--- src/rtl/conv_sequencer_pkg.sv ---
`default_nettype none
// conv_sequencer_pkg -- shared constants, FSM states and size check for the convolution sequencer.
// Rev 1.0
package conv_sequencer_pkg;

  localparam int PIPE_LAT = 3;
  localparam int MAX_N    = 32;
  localparam int MIN_N    = 3;

  typedef enum logic [1:0] {
    ST_IDLE  = 2'd0,
    ST_RUN   = 2'd1,
    ST_DRAIN = 2'd2,
    ST_DONE  = 2'd3
  } state_t;

  function automatic logic size_ok(input logic [5:0] n);
    return (n >= 6'(MIN_N)) && (n <= 6'(MAX_N));
  endfunction

endpackage
`default_nettype wire

--- src/rtl/window_counter.sv ---
`default_nettype none
// window_counter -- phase/col/row cascade; phase 0..2, col and row 0..lim, wraps to zero after the last window.
// Rev 1.0
module window_counter (
  input  logic       clk,
  input  logic       rst_n,
  input  logic       en,
  input  logic       clr,
  input  logic [4:0] lim,
  output logic [1:0] phase,
  output logic [4:0] col,
  output logic [4:0] row,
  output logic       last
);

  always_ff @(posedge clk or negedge rst_n) begin
    if (!rst_n) begin
      phase <= 2'd0;
      col   <= 5'd0;
      row   <= 5'd0;
    end else if (clr) begin
      phase <= 2'd0;
      col   <= 5'd0;
      row   <= 5'd0;
    end else if (en) begin
      if (phase == 2'd2) begin
        phase <= 2'd0;
        if (col == lim) begin
          col <= 5'd0;
          row <= (row == lim) ? 5'd0 : row + 5'd1;
        end else begin
          col <= col + 5'd1;
        end
      end else begin
        phase <= phase + 2'd1;
      end
    end
  end

  assign last = (phase == 2'd2) && (col == lim) && (row == lim);

endmodule
`default_nettype wire

--- src/rtl/conv_sequencer.sv ---
`default_nettype none
// conv_sequencer -- issues 3x3 convolution windows over an NxN image and strobes result writes PIPE_LAT later.
// Rev 1.0
module conv_sequencer
  import conv_sequencer_pkg::*;
(
  input  logic       clk,
  input  logic       rst_n,
  input  logic       start,
  input  logic       abort,
  input  logic       hold,
  input  logic [5:0] cfg_size,
  output logic [4:0] row,
  output logic [4:0] col,
  output logic [1:0] phase,
  output logic       issue_valid,
  output logic       wr_en,
  output logic [9:0] wr_addr,
  output logic       busy,
  output logic       done,
  output logic       cfg_err
);

  state_t              state, state_nxt;
  logic [5:0]          n_q;
  logic [4:0]          lim;
  logic [PIPE_LAT-1:0] vld_sr;
  logic                accept, kill, win_last, drain_last;
  logic                cnt_en, cnt_clr;

  assign lim        = 5'(n_q - 6'd3);
  assign accept     = (state == ST_IDLE) && start && !abort && size_ok(cfg_size);
  assign kill       = abort && ((state == ST_RUN) || (state == ST_DRAIN));
  assign wr_en      = vld_sr[PIPE_LAT-1];
  // The last write is the one with nothing younger still in flight.
  assign drain_last = (state == ST_DRAIN) && wr_en && (vld_sr[PIPE_LAT-2:0] == '0);

  window_counter u_window_counter (
    .clk   (clk),
    .rst_n (rst_n),
    .en    (cnt_en),
    .clr   (cnt_clr),
    .lim   (lim),
    .phase (phase),
    .col   (col),
    .row   (row),
    .last  (win_last)
  );

  always_ff @(posedge clk or negedge rst_n) begin
    if (!rst_n) state <= ST_IDLE;
    else        state <= state_nxt;
  end

  always_comb begin
    state_nxt = state;
    case (state)
      ST_IDLE:  if (accept) state_nxt = ST_RUN;
      ST_RUN: begin
        if (abort)                         state_nxt = ST_IDLE;
        else if (issue_valid && win_last)  state_nxt = ST_DRAIN;
      end
      ST_DRAIN: begin
        if (abort)           state_nxt = ST_IDLE;
        else if (drain_last) state_nxt = ST_DONE;
      end
      ST_DONE:  state_nxt = ST_IDLE;
      default:  state_nxt = ST_IDLE;
    endcase
  end

  always_comb begin
    busy        = (state == ST_RUN) || (state == ST_DRAIN);
    done        = (state == ST_DONE);
    // hold only bites at a window boundary so a started window always completes.
    issue_valid = (state == ST_RUN) && !(hold && (phase == 2'd0));
    cnt_en      = issue_valid;
    cnt_clr     = kill || accept;
  end

  always_ff @(posedge clk or negedge rst_n) begin
    if (!rst_n) begin
      n_q     <= 6'(MAX_N);
      cfg_err <= 1'b0;
      vld_sr  <= '0;
      wr_addr <= 10'd0;
    end else begin
      cfg_err <= (state == ST_IDLE) && start && !abort && !size_ok(cfg_size);
      if (accept) n_q <= cfg_size;

      if (kill) vld_sr <= '0;
      else      vld_sr <= {vld_sr[PIPE_LAT-2:0], issue_valid && (phase == 2'd2)};

      if (kill || accept || drain_last) wr_addr <= 10'd0;
      else if (wr_en)                   wr_addr <= wr_addr + 10'd1;
    end
  end

endmodule
`default_nettype wire
--- config.mk ---
export PLATFORM = sky130hd
export DESIGN_NAME = conv_sequencer
export DESIGN_NICKNAME = d
export VERILOG_FILES = /design/src/rtl/conv_sequencer_pkg.sv /design/src/rtl/window_counter.sv /design/src/rtl/conv_sequencer.sv
export SDC_FILE = /design/constraint.sdc
export NUM_CORES = 1
export LEC_CHECK = 0
export BUFFER_PORTS_ARGS = -buffer_cell sky130_fd_sc_hd__buf_2
export CAP_MARGIN = 30
export CELL_PAD_IN_SITES_DETAIL_PLACEMENT = 1
export CELL_PAD_IN_SITES_GLOBAL_PLACEMENT = 2
export CORE_ASPECT_RATIO = 1.75
export CORE_MARGIN = 3
export CORE_UTILIZATION = 34
export DETAILED_ROUTE_END_ITERATION = 8
export GPL_ROUTABILITY_DRIVEN = 0
export PLACE_DENSITY = 0.83
export SLEW_MARGIN = 20
export SYNTH_ARGS = -nofsm -noshare
export SYNTH_HDL_FRONTEND = slang
export SYNTH_HIERARCHICAL = 1
export SYNTH_SLANG_ARGS = --single-unit
--- constraint.sdc ---
create_clock -name clk -period 3 [get_ports clk]
set_input_delay 0.15 -clock clk [delete_from_list [all_inputs] [get_ports clk]]
set_output_delay 0.15 -clock clk [all_outputs]
set_load 0.02 [all_outputs]
* Yosys cells after proc, flatten, opt, wreduce, memory -nomap -nowiden
Index checks and enable logic that the tools add are counted.
W data, S select, Z words.
** Operators by class
- Shift operators :: 0
- Bitwise operators :: 0
- Reduce and logical (&&, ||, !) cells :: 30
- Eq/ne operators :: 9
- Divide/modulo/power cells :: 0
- Multiply operators :: 0
- $add $sub $neg :: 5
- Muxes and demuxes :: 21
- Order comparisons :: 2
** Operators by type and width (number)
- $mux W5 :: 9
- $mux W10 :: 2
- $mux W2 :: 8
- $logic_and A1 B1 Y1 :: 14
- $add A10 B1 Y10 const B :: 1
- $add A5 B1 Y5 const B :: 2
- $eq A5 B5 Y1 :: 2
- $pmux W2 S4 :: 1
- $reduce_bool A2 Y1 :: 4
- $eq A2 B2 Y1 const B :: 3
- $ge A6 B2 Y1 const B :: 1
- $le A6 B6 Y1 const B :: 1
- $logic_not A2 Y1 :: 3
- $reduce_and A3 Y1 :: 2
- $sub A5 B2 Y5 const B :: 1
- $logic_not A1 Y1 :: 3
- $logic_or A1 B1 Y1 :: 3
- $mux W3 :: 1
- $ne A3 B2 Y1 const B :: 1
- $ne A3 B3 Y1 const B :: 1
- $add A2 B1 Y2 const B :: 1
- $eq A2 B1 Y1 const B :: 1
- $ne A2 B2 Y1 const B :: 1
- $reduce_and A2 Y1 :: 1
** Storage, ports and cells
- Bits in writable memories :: 0
- Logic and storage cells :: 75
- Output and inout port bits :: 27
- Flip-flop bits (word level) :: 33
- Memory bits (read-only) :: 0
- Bits in latches :: 0
- Memories kept :: 0
- Input bits :: 11

* Depth between registers and ports, before layout
- Depth after elaboration :: 8
- Mapped depth :: 11
- Depth with buffers taken out :: 11

* Hierarchy
The synthesis kept the hierarchy.
** By module, submodules not included
- conv_sequencer :: cells each 101, seq. area each 525.5 um2, times used 1, area each 1103.6 um2
- window_counter :: cells each 81, seq. area each 300.3 um2, times used 1, area each 790.8 um2

* Least setup slack after synthesis
OpenSTA, ideal clock, no wires.
- Path kind :: register to register
- From :: register state[1]
- To :: register u_window_counter.row[3]
- Buffers on the path :: 1
- Stages on the path, launching flop included :: 9
- Library setup time :: 0.104 ns
- Arrival :: 2.471 ns
- Period minus slack after synthesis :: 2.574 ns
- Data required time :: 2.896 ns
- Path slack :: 0.426 ns
- Cells stage by stage :: dfrtp_1 > inv_1 > ha_1 > a21boi_0 > and3b_1 > clkbuf_2 > nand3_4 > nand2b_4 > o41ai_2
** On the way
- Elaborated cells between the ends (all ways) :: 15
- Those cells by class :: eq/ne: 2; mux: 1; reduce/logical: 12
** RTL lines
- start: declaration :: line conv_sequencer.sv:24 : state_t state, state_nxt;
- start signal: assignment :: line conv_sequencer.sv:52 : else state <= state_nxt;
- $eq A2 B1 Y1 :: line conv_sequencer.sv:76 : issue_valid = (state == ST_RUN) && !(hold && (phase == 2'd0));
- $logic_and A1 B1 Y1 :: line conv_sequencer.sv:76
- named net issue_valid :: line conv_sequencer.sv:16 : output logic issue_valid,
- $reduce_bool A2 Y1 (no line)
- $reduce_and A3 Y1 (no line)
- end signal: assignment :: line window_counter.sv:30 : row <= (row == lim) ? 5'd0 : row + 5'd1;
- end: declaration :: line window_counter.sv:12 : output logic [4:0] row,
The timed path passes the listed nets, and every way through them passes these cells.
A chain may end at the register's enable or synchronous reset.

* Worst setup path in the final report
- From :: register n_q[0]
- To :: register state[1]
** On the way
- Cells in the longest elaborated chain, start to end :: 7
- Elaborated cells between the ends (all ways) :: 8
- Those cells by class :: add/sub: 1; eq/ne: 3; reduce/logical: 4
** RTL lines
- start: declaration :: line conv_sequencer.sv:25 : logic [5:0] n_q;
- start signal: assignment :: line conv_sequencer.sv:83 : n_q <= 6'(MAX_N);
- start signal: assignment :: line conv_sequencer.sv:89 : if (accept) n_q <= cfg_size;
- $sub A5 B2 Y5 (*) :: line conv_sequencer.sv:31 : assign lim = 5'(n_q - 6'd3);
- named net lim[4] :: line conv_sequencer.sv:26 : logic [4:0] lim;
- $eq A5 B5 Y1 :: line window_counter.sv:40 : assign last = (phase == 2'd2) && (col == lim) && (row == lim);
- $logic_and A1 B1 Y1 :: line window_counter.sv:40
- $logic_and A1 B1 Y1 (*) :: line window_counter.sv:40
- named net win_last :: line conv_sequencer.sv:28 : logic accept, kill, win_last, drain_last;
- $logic_and A1 B1 Y1 (*) :: line conv_sequencer.sv:61 : else if (issue_valid && win_last) state_nxt = ST_DRAIN;
- $ne A3 B2 Y1 (no line) (*)
- $reduce_and A3 Y1 (no line) (*)
The timed path passes the listed nets; every way through them passes the cells marked *.

==> impl_metrics.ini <==
[yosys]
synth_top_cell_by_area = dfrtp_1
synth_seq_cells = 33
ys.flop_type = dfrtp_1
synth_seq_area_share_pct = 43.6
synthArstFlopShare_pct = 100
syn-cell-area_um2 = 1890
yosys-top-cells-area = dfrtp_1, xor2_1, ha_1
ys.warnings.count = 6
syn-num-nets = 202
synth-edff-count = 0
yosys.cell_types.count = 40
synth.avg_cell_area_um2 = 10.4
synthTopCellsByCount = dfrtp_1, nor2_1, nand2_1
synthCells = 182
yosys.area.top_type_share_pct = 43.6
yosysMostFrequentCell = dfrtp_1

[critical_path]
path_class = reg2reg
r2r-start = n_q[0]
path_max_fanout = 5
slowest_delay_ns = 0.41
cp-end-kind = register
ff2ff_setup_slack_ns = 0.33
reg2reg_to = state[1]
r2r_cells = 11
required_ns = 3.17
crit_buf_inv = 0
crit_path_cell_trace = ha_1 -> nor3_1 -> xor2_1 -> xor2_1 -> nor3_1 -> nand3_2 -> nor4b_1 -> a21bo_2 -> a22oi_2 -> o2bb2ai_2 -> mux2i_1
arrival_ns = 2.84
start_kind = register
crit_path_top_delay_cell = dfrtp_1
critPathTopFamily = simple AND/OR/NAND/NOR gates

[die]
core_um2 = 5340
floorplan.die_area_um2 = 6540
io_pins = 38
start_util_pct = 35.5
dieHeight_um = 105
fp.dieW_um = 62.4
rows = 35

[clock_network]
cts.sinks = 33
cts_made_buffers = 5
postCtsSetupBuffers = 0
root_buffer = clkbuf_8
clkTransAtPathRegs_ns = 0.07
cts_max_level = 2
holdBufCountCts = 1
clock_path_buffers = 2
insertion_delay_ns = 0.29
cts_resized = 0
cts_tree = done

[cells_and_area]
drive_gt1_share_pct = 28.5
antenna_cells = 0
area_growth_pct = 22.6
instances_no_fill = 302
final_net_count = 247
finish.instance_area_um2 = 2320
fill_cells = 657

[global_route]
grt_overflow = 0
grt-busiest-layer = met2
antenna_found_initial = 0
met3_usage_pct = 2.90
grtUsageMet1_pct = 15.9
grt_max_degree = 34
grt.total_usage_pct = 15.1
grt_pass1_wl_mm = 7.88
use_met2_pct = 28.4
grt_pass1_vias = 1651

[run_status]
outcome = finished clean

[sta]
finalCritPeriodShare_pct = 89.1
holdWs_ns = 0.121
setup_viol = 0
slew_headroom_pct = 49.9
clock.fmax_ghz = 0.374
fin_crit_ns = 2.67
finClkSkew_ns = 0.00583
setup_tns_ns = 0
rsz0062_at_grt = false
finalHoldViolations = 0
tightest_slew_ns = 0.752
maxSlewViolCount = 0

[drt]
postRouteWirelength_mm = 4.53
ant_nets = 0
via_per_inst = 5.02
drt-wirelength-per-cell_um = 15.0
num_vias = 1516
drt-pass1-iter-count = 4
drc = 0
drt_iter0_markers = 12

[pwr]
vdd_drop_max_v = 0.000359
power.density_nw_per_um2 = 834
power.leakage_nw = 1.14

[hold_path]
min_path_type = in2reg
hold_depth = 2
min_to = n_q[3]
min_from = cfg_size[3]

[placed_design]
dpl-instance-area_um2 = 2180
numPlacedInstances = 293
dp_hpwl_mm = 3.43
io_buffers = 37

[flow_run]
cap_viol_max_count = 0
[area by class of cell]
| class | instances | area (µm²) | area share [%] |
|---|---|---|---|
| Timing Repair Buffer | 40 | 210 | 9.05 |
| Sequential cell | 33 | 826 | 35.6 |
| Inverter | 7 | 26.3 | 1.13 |
| Multi-Input combinational cell | 140 | 1030 | 44.5 |
| Clock inverter | 3 | 65.1 | 2.80 |
| Tap cell | 74 | 92.6 | 3.99 |
| Clock buffer | 5 | 68.8 | 2.96 |
[state kept, by name, summed over array words and instances, names as in the netlist]
| name | cells |
|---|---|
| cfg_err | 1 |
| wr_addr | 10 |
| state | 2 |
| n_q | 5 |
| u_window_counter/col | 5 |
| vld_sr | 3 |
| u_window_counter/row | 5 |
| u_window_counter/phase | 2 |
[how the worst max path moves through the flow]
stage | from | to | cells past startpoint
floorplan | state[1] | u_window_counter/row[3] | 8
global placement | n_q[0] | state[1] | 11
detailed placement | n_q[0] | state[1] | 11
CTS | n_q[0] | state[1] | 11
global route | n_q[0] | state[0] | 11
finish | n_q[0] | state[1] | 11
[cells by family (layout without fill, tap and decap cells)]
| family | after synthesis | in the layout | synth area share (%) |
|---|---|---|---|
| simple gates | 76 | 76 | 21.9 |
| flops | 33 | 33 | 43.6 |
| compound gates | 24 | 24 | 11.4 |
| xor+xnor | 22 | 22 | 10.2 |
| fa+ha+maj | 9 | 9 | 5.94 |
| mux | 9 | 9 | 5.09 |
| buf+inv | 9 | 55 | 1.85 |
[layout by cell type (no fill, tap or decap), types with 2 or more instances in the layout]
cell type,instances
nand3_1,11
buf_2,37
nor3_1,4
clkbuf_8,5
bufinv_16,2
and2_1,2
o21ai_0,2
nand2_1,16
a32oi_1,3
a21oi_1,8
nand4_1,4
mux2_2,5
ha_1,9
nand3_2,2
dfrtp_1,33
o41ai_2,3
buf_4,2
xnor2_1,7
nor2_1,22
mux2i_1,4
nand3b_1,2
and3_1,3
inv_1,7
xor2_1,15
[report_power, final]
group	switching [W]	internal (W)	total [W]
sequential	0.0000934	0.000519	0.000612
combinational	0.000499	0.000318	0.000817
clock	0.000176	0.000330	0.000506
total	0.000769	0.00117	0.00194
[routing by layer]
metal	routed length (µm)	up-vias
met3	147	6
li1	-	730
met4	89	0
met1	1800	751
met2	2500	29
met5	0	-
[stage by stage]
step	utilization (%)	setup WS, ns	power (W)
4_1_cts	43.5	0.301	0.00197
2_1_floorplan	-	0.426	0.00122
3_3_place_gp	40.8	0.438	0.00141
3_5_place_dp	40.8	0.374	0.00145
5_1_grt	43.5	0.122	0.00208
6_report	43.5	0.327	0.00194
Power figures use the tool's default switching activity.
